--- src/rtl/seq_multiplier_pkg.sv ---
// seq_multiplier_pkg: shared widths, iteration count and FSM encoding for the sequential multiplier
package seq_multiplier_pkg;
    localparam int DATA_W = 16;
    localparam int OP_W = 8;
    localparam int ITER = OP_W;
    localparam int CNT_W = $clog2(ITER);
    typedef enum logic [1:0] {IDLE = 2'd0, BUSY = 2'd1, DONE = 2'd2} state_t;
endpackage

--- src/rtl/seq_multiplier_if.sv ---
// seq_multiplier_if: start/busy/done handshake and operand/result bus of the multiplier
interface seq_multiplier_if #(parameter int DATA_W = seq_multiplier_pkg::DATA_W);
    logic start;
    logic [DATA_W-1:0] a;
    logic [DATA_W-1:0] b;
    logic [DATA_W-1:0] product;
    logic busy;
    logic done;
    logic zero;
    modport master (output start, a, b, input product, busy, done, zero);
    modport slave (input start, a, b, output product, busy, done, zero);
endinterface

--- src/rtl/seq_multiplier_sign_mag8.sv ---
// sign_mag8: splits an 8-bit signed value into its sign and 8-bit unsigned magnitude
module sign_mag8 (
    input  logic [7:0] value,
    output logic       sign,
    output logic [7:0] mag
);
    assign sign = value[7];
    assign mag = value[7] ? -value : value;
endmodule

--- src/rtl/seq_multiplier.sv ---
// seq_multiplier: iterative signed 8x8 sign-magnitude shift-add multiplier, one partial product per clock.
// Define MULT_EARLY_TERM_EN to finish as soon as the remaining multiplier bits are all zero.
module seq_multiplier #(
    parameter int DATA_W = seq_multiplier_pkg::DATA_W,
    parameter int OP_W = seq_multiplier_pkg::OP_W
) (
    input logic clk,
    input logic reset,
    seq_multiplier_if.slave bus
);
    import seq_multiplier_pkg::*;
    state_t state;
    logic a_sign, b_sign, neg, busy, done, last;
    logic [OP_W-1:0] a_mag, b_mag, mcand, mplier;
    logic [DATA_W-1:0] acc, acc_next, product;
    logic [CNT_W-1:0] count;
    wire unused_hi = ^{bus.a[DATA_W-1:OP_W], bus.b[DATA_W-1:OP_W]};
    sign_mag8 u_sm_a (.value(bus.a[OP_W-1:0]), .sign(a_sign), .mag(a_mag));
    sign_mag8 u_sm_b (.value(bus.b[OP_W-1:0]), .sign(b_sign), .mag(b_mag));
    assign acc_next = mplier[0] ? acc + (DATA_W'(mcand) << count) : acc;
`ifdef MULT_EARLY_TERM_EN
    assign last = (count == CNT_W'(ITER - 1)) || ((mplier >> 1) == '0);
`else
    assign last = count == CNT_W'(ITER - 1);
`endif
    assign bus.product = product;
    assign bus.busy = busy;
    assign bus.done = done;
    assign bus.zero = product == '0;
    always_ff @(posedge clk) begin
        if (reset) begin
            state <= IDLE;
            mcand <= '0;
            mplier <= '0;
            neg <= 1'b0;
            acc <= '0;
            count <= '0;
            product <= '0;
            busy <= 1'b0;
            done <= 1'b0;
        end else begin
            done <= 1'b0;
            case (state)
                BUSY: begin
                    acc <= acc_next;
                    mplier <= mplier >> 1;
                    count <= count + CNT_W'(1);
                    if (last) begin
                        product <= neg ? -acc_next : acc_next;
                        busy <= 1'b0;
                        done <= 1'b1;
                        state <= DONE;
                    end
                end
                // IDLE and DONE both accept a new operation
                default: begin
                    if (bus.start) begin
                        mcand <= a_mag;
                        mplier <= b_mag;
                        neg <= a_sign ^ b_sign;
                        acc <= '0;
                        count <= '0;
                        busy <= 1'b1;
                        state <= BUSY;
                    end else begin
                        state <= IDLE;
                    end
                end
            endcase
        end
    end
endmodule

--- src/flat_wrapper.sv ---
// flat-port wrapper written by rule: the top's interface ports become plain ports
module seq_multiplier_flat import seq_multiplier_pkg::*;
#(
    parameter int DATA_W = seq_multiplier_pkg::DATA_W,
    parameter int OP_W = seq_multiplier_pkg::OP_W
)
  (clk, reset, bus_start, bus_a, bus_b, bus_product, bus_busy, bus_done, bus_zero);
  seq_multiplier_if #(.DATA_W(DATA_W)) bus_i ();
  input logic clk;
  input logic reset;
  input wire logic [$bits(bus_i.start)-1:0] bus_start;
  input wire logic [$bits(bus_i.a)-1:0] bus_a;
  input wire logic [$bits(bus_i.b)-1:0] bus_b;
  output wire logic [$bits(bus_i.product)-1:0] bus_product;
  output wire logic [$bits(bus_i.busy)-1:0] bus_busy;
  output wire logic [$bits(bus_i.done)-1:0] bus_done;
  output wire logic [$bits(bus_i.zero)-1:0] bus_zero;
  assign bus_i.start = bus_start;
  assign bus_i.a = bus_a;
  assign bus_i.b = bus_b;
  assign bus_product = bus_i.product;
  assign bus_busy = bus_i.busy;
  assign bus_done = bus_i.done;
  assign bus_zero = bus_i.zero;
  seq_multiplier #(.DATA_W(DATA_W), .OP_W(OP_W)) u_core (.clk(clk), .reset(reset), .bus(bus_i));
endmodule
--- config.mk ---
export PLATFORM = sky130hd
export DESIGN_NAME = seq_multiplier_flat
export DESIGN_NICKNAME = d
export VERILOG_FILES = /design/src/rtl/seq_multiplier_pkg.sv /design/src/rtl/seq_multiplier_if.sv /design/src/rtl/seq_multiplier_sign_mag8.sv /design/src/rtl/seq_multiplier.sv /design/src/flat_wrapper.sv
export SDC_FILE = /design/constraint.sdc
export NUM_CORES = 1
export LEC_CHECK = 0
export ABC_AREA = 1
export BUFFER_PORTS_ARGS = -buffer_cell sky130_fd_sc_hd__buf_4
export CORE_AREA = 2 2 94 96
export CTS_CLUSTER_DIAMETER = 60
export DETAILED_ROUTE_END_ITERATION = 12
export DIE_AREA = 0 0 96 98
export MAX_ROUTING_LAYER = met4
export PLACE_DENSITY_LB_ADDON = 0.08
export SYNTH_ARGS = -nofsm -noshare
export SYNTH_HDL_FRONTEND = slang
export SYNTH_SLANG_ARGS = --single-unit
--- constraint.sdc ---
create_clock -name clk -period 2.5 [get_ports clk]
set_input_delay 0.25 -clock clk [delete_from_list [all_inputs] [get_ports clk]]
set_output_delay 0.25 -clock clk [all_outputs]
set_load 0.03 [all_outputs]
==> results.toml <==
[synth]
syn-num-nets = 771
synth_edf_count = 0
syn_inst = 715
synth-seq-cells = 56
synthArstFlopShare_pct = 0
ys.flop_type = "dfxtp_1"
synth_area_per_cell_um2 = 6.109
yosys_warnings = 0
synthesis.area_um2 = 4368
synthDistinctLibCells = 43
ys_seq_area_share_pct = 25.67

[drt]
dr.pass1.iters = 5
ant_nets = 0
via_per_inst = 5.258
wl_per_cell_um = 13.13
drc = 0
routed_wl_um = 12270
vias = 4916
drt_iter0_markers = 173

[timing]
slew_viol_final = 0
hold_viol = 0
max_freq_mhz = 360.0
relSlewSlack_pct = 51.28
fin_ws_ns = -0.2774
whs_ns = 0.2105
finalSetupViolations = 14
fin_crit_ns = 2.777
fin_skew_ns = 0.01610
worst_pin_slew_ns = 0.7298
rsz0062_at_grt = "yes"
period_share_pct = 111.1

[clock_network]
postCtsHoldBufs = 0
cts_sinks = 56
ctsHtreeMaxLevel = 2
cts_buffers = 5
root_buffer = "clkbuf_8"
cts.clk_slew.worst_paths_ns = 0.12
clock_path_buffers = 2
cts_tree = "done"
clk_latency_ns = 0.32

[pwr]
p_comb_share_pct = 31.4
p_total_mw = 2.163
swShare_pct = 34.13
p_int_mw = 1.425
power.density_nw_per_um2 = 354.3
ir_drop_mv = 0.2815
cellLeakagePower_nw = 2.891
seqPwrFrac_pct = 44.1
p_clk_share_pct = 24.4
p_sw_uw = 738.3

[floorplan]
die_x_um = 96
io_pins = 54
start_util_pct = 51.60
core_um2 = 8466
dieArea_um2 = 9408
die_y_um = 98
placementRows = 34

[outcome]
failed_checks = "negative setup slack"
status = "finished, violations left"

[global_routing]
grt_pass1_vias = 4559
grt_max_degree = 31
track_usage_pct = 26.24
overflow = 0
grt_pass1_wl_um = 19490
antenna_found_initial = 0

[flow_run]
maxCapViolations = 0

[place]
placed_cells = 903
place_ws_ns = -0.3251
gpl.final_weighted_congestion = 0.8794
place_hpwl_um = 8909
port_buffers = 37

[finish]
layout-drive-gt1-share_pct = 38.33
layout_commonest_cell = "nand2_1"
syn2layout_area_growth_pct = 39.79
final_util_pct = 72.13
layout.cells.non_filler = 935
final_nets = 882
num_antenna_cells = 0
final_cell_mix = "185 x nand2_1, 117 x buf_4, 74 x inv_1, 56 x nand2_2, 52 x dfxtp_1"

[setup_path]
required_ns = 2.74
cp.arrival_ns = 3.01
crit_type = "reg2reg"
worstPathMaxFanout = 7
worstSetupEndpointType = "flop"
startpoint_type = "flop"

[worst_hold_path]
hold_path.class = "in2reg"
==> sequential cells by signal, indices dropped and copies added, names as in the netlist <==
register / count
u_core.acc: 16
u_core.bus.product: 16
u_core.mcand: 8
u_core.mplier: 8
u_core.count: 3
u_core.state: 2
u_core.bus.busy: 1
u_core.bus.done: 1
u_core.neg: 1
==> metrics by stage <==
step | cell area (µm²) | setup TNS [ns]
global placement | 5184 | -2.317
global route | 6106 | -5.743
floorplan | 4397 | 0
detailed placement | 5184 | -3.365
finish | 6106 | -2.166
CTS | 5560 | -1.530
==> per-layer routing <==
layer  global-route usage (%)  routed length, µm
met5                        -                  0
met4                    7.253                268
met3                    2.701                341
met2                    47.81               6480
met1                    29.79               5182
==> power by group through the flow <==
stage / clock, mW / sequential (mW) / combinational, mW
after floorplan: 0 / 0.956 / 0.354
after global placement: 0 / 0.967 / 0.518
after detailed placement: 0 / 0.968 / 0.531
after CTS: 0.532 / 0.948 / 0.584
after global routing: 0.567 / 0.960 / 0.750
final: 0.529 / 0.955 / 0.680
==> final cells by class <==
type,instances,area [µm²]
inverters,93,364.1
multi-input cells,542,3396
fillers,713,2360
clock inverters,2,13.76
repair inverters,1,5.005
repair buffers,127,991.0
well taps,108,135.1
clock buffers,6,72.57
flip-flops and latches,56,1129
==> path summary, 6_finish.rpt <==
kind                              start                      to  slack (ns)  depth (start not counted)
hold reg to reg   u_core.bus.product[9]   u_core.bus.product[9]        0.48                          2
setup / recovery        u_core.count[0]  u_core.bus.product[15]       -0.28                         22
hold / removal                 bus_a[0]         u_core.mcand[0]        0.21                          3
setup reg to reg        u_core.count[0]  u_core.bus.product[15]       -0.28                         22
==> synthesized netlist by cell type, types with 2 or more instances <==
cell type / number / share of area, %
inv_2: 3 / 0.26
nand2_2: 18 / 2.6
mux2i_1: 5 / 1.1
nand2_4: 2 / 0.52
clkinv_1: 3 / 0.26
o31ai_1: 2 / 0.34
nor2_1: 45 / 3.9
a31oi_1: 8 / 1.1
or2_2: 10 / 1.4
nor2_2: 9 / 1.3
dfxtp_1: 56 / 26
nand3b_1: 3 / 0.52
o21ai_0: 28 / 3.2
ha_1: 20 / 5.7
clkbuf_1: 15 / 1.3
nand4_1: 7 / 1.0
and2_1: 2 / 0.29
nand3_2: 6 / 1.4
xor2_1: 8 / 1.6
nand3_1: 64 / 7.3
inv_1: 87 / 7.5
buf_6: 2 / 0.52
o22ai_1: 6 / 0.86
nor3_1: 12 / 1.4
o221ai_1: 4 / 0.80
nor4_1: 2 / 0.29
buf_1: 2 / 0.17
nand2_1: 233 / 20
buf_2: 4 / 0.46
a21oi_1: 36 / 4.1
==> worst max-delay path: stages (launching register included) <==
cell	delay, ns
dfxtp_4	0.45
inv_6	0.06
buf_6	0.11
nand2_2	0.05
nand2_2	0.06
o21ai_2	0.16
mux2i_1	0.10
ha_1	0.33
buf_6	0.15
nand2_8	0.07
inv_1	0.04
nand2_1	0.07
nand2_2	0.09
a21oi_4	0.18
nand2_2	0.08
nand2_1	0.07
nand3_1	0.10
nand2_2	0.13
nand2_2	0.08
o21ai_2	0.13
nand3_1	0.08
nand3_1	0.07
nand2_1	0.05
==> cell families after synthesis <==
| kind of cell | after synthesis | share of synthesized area (%) |
|---|---|---|
| DFF | 56 | 25.67 |
| adders and majority gates | 21 | 6.187 |
| and+or+nand+nor | 414 | 42.02 |
| AOI/OAI and AO/OA | 93 | 12.58 |
| xor gates and xnor gates | 9 | 1.805 |
| muxes | 5 | 1.146 |
| buffers and inverters | 117 | 10.60 |
==> repair_timing <==
action | 4_1_cts | 5_1_grt
pin swaps | 42 | 70
resized for setup | 75 | 119
setup buffers | 14 | 10
setup endpoints to repair | 19 | 23
cloned | 0 | 1
No activity file was read; power rests on OpenSTA's default activity.
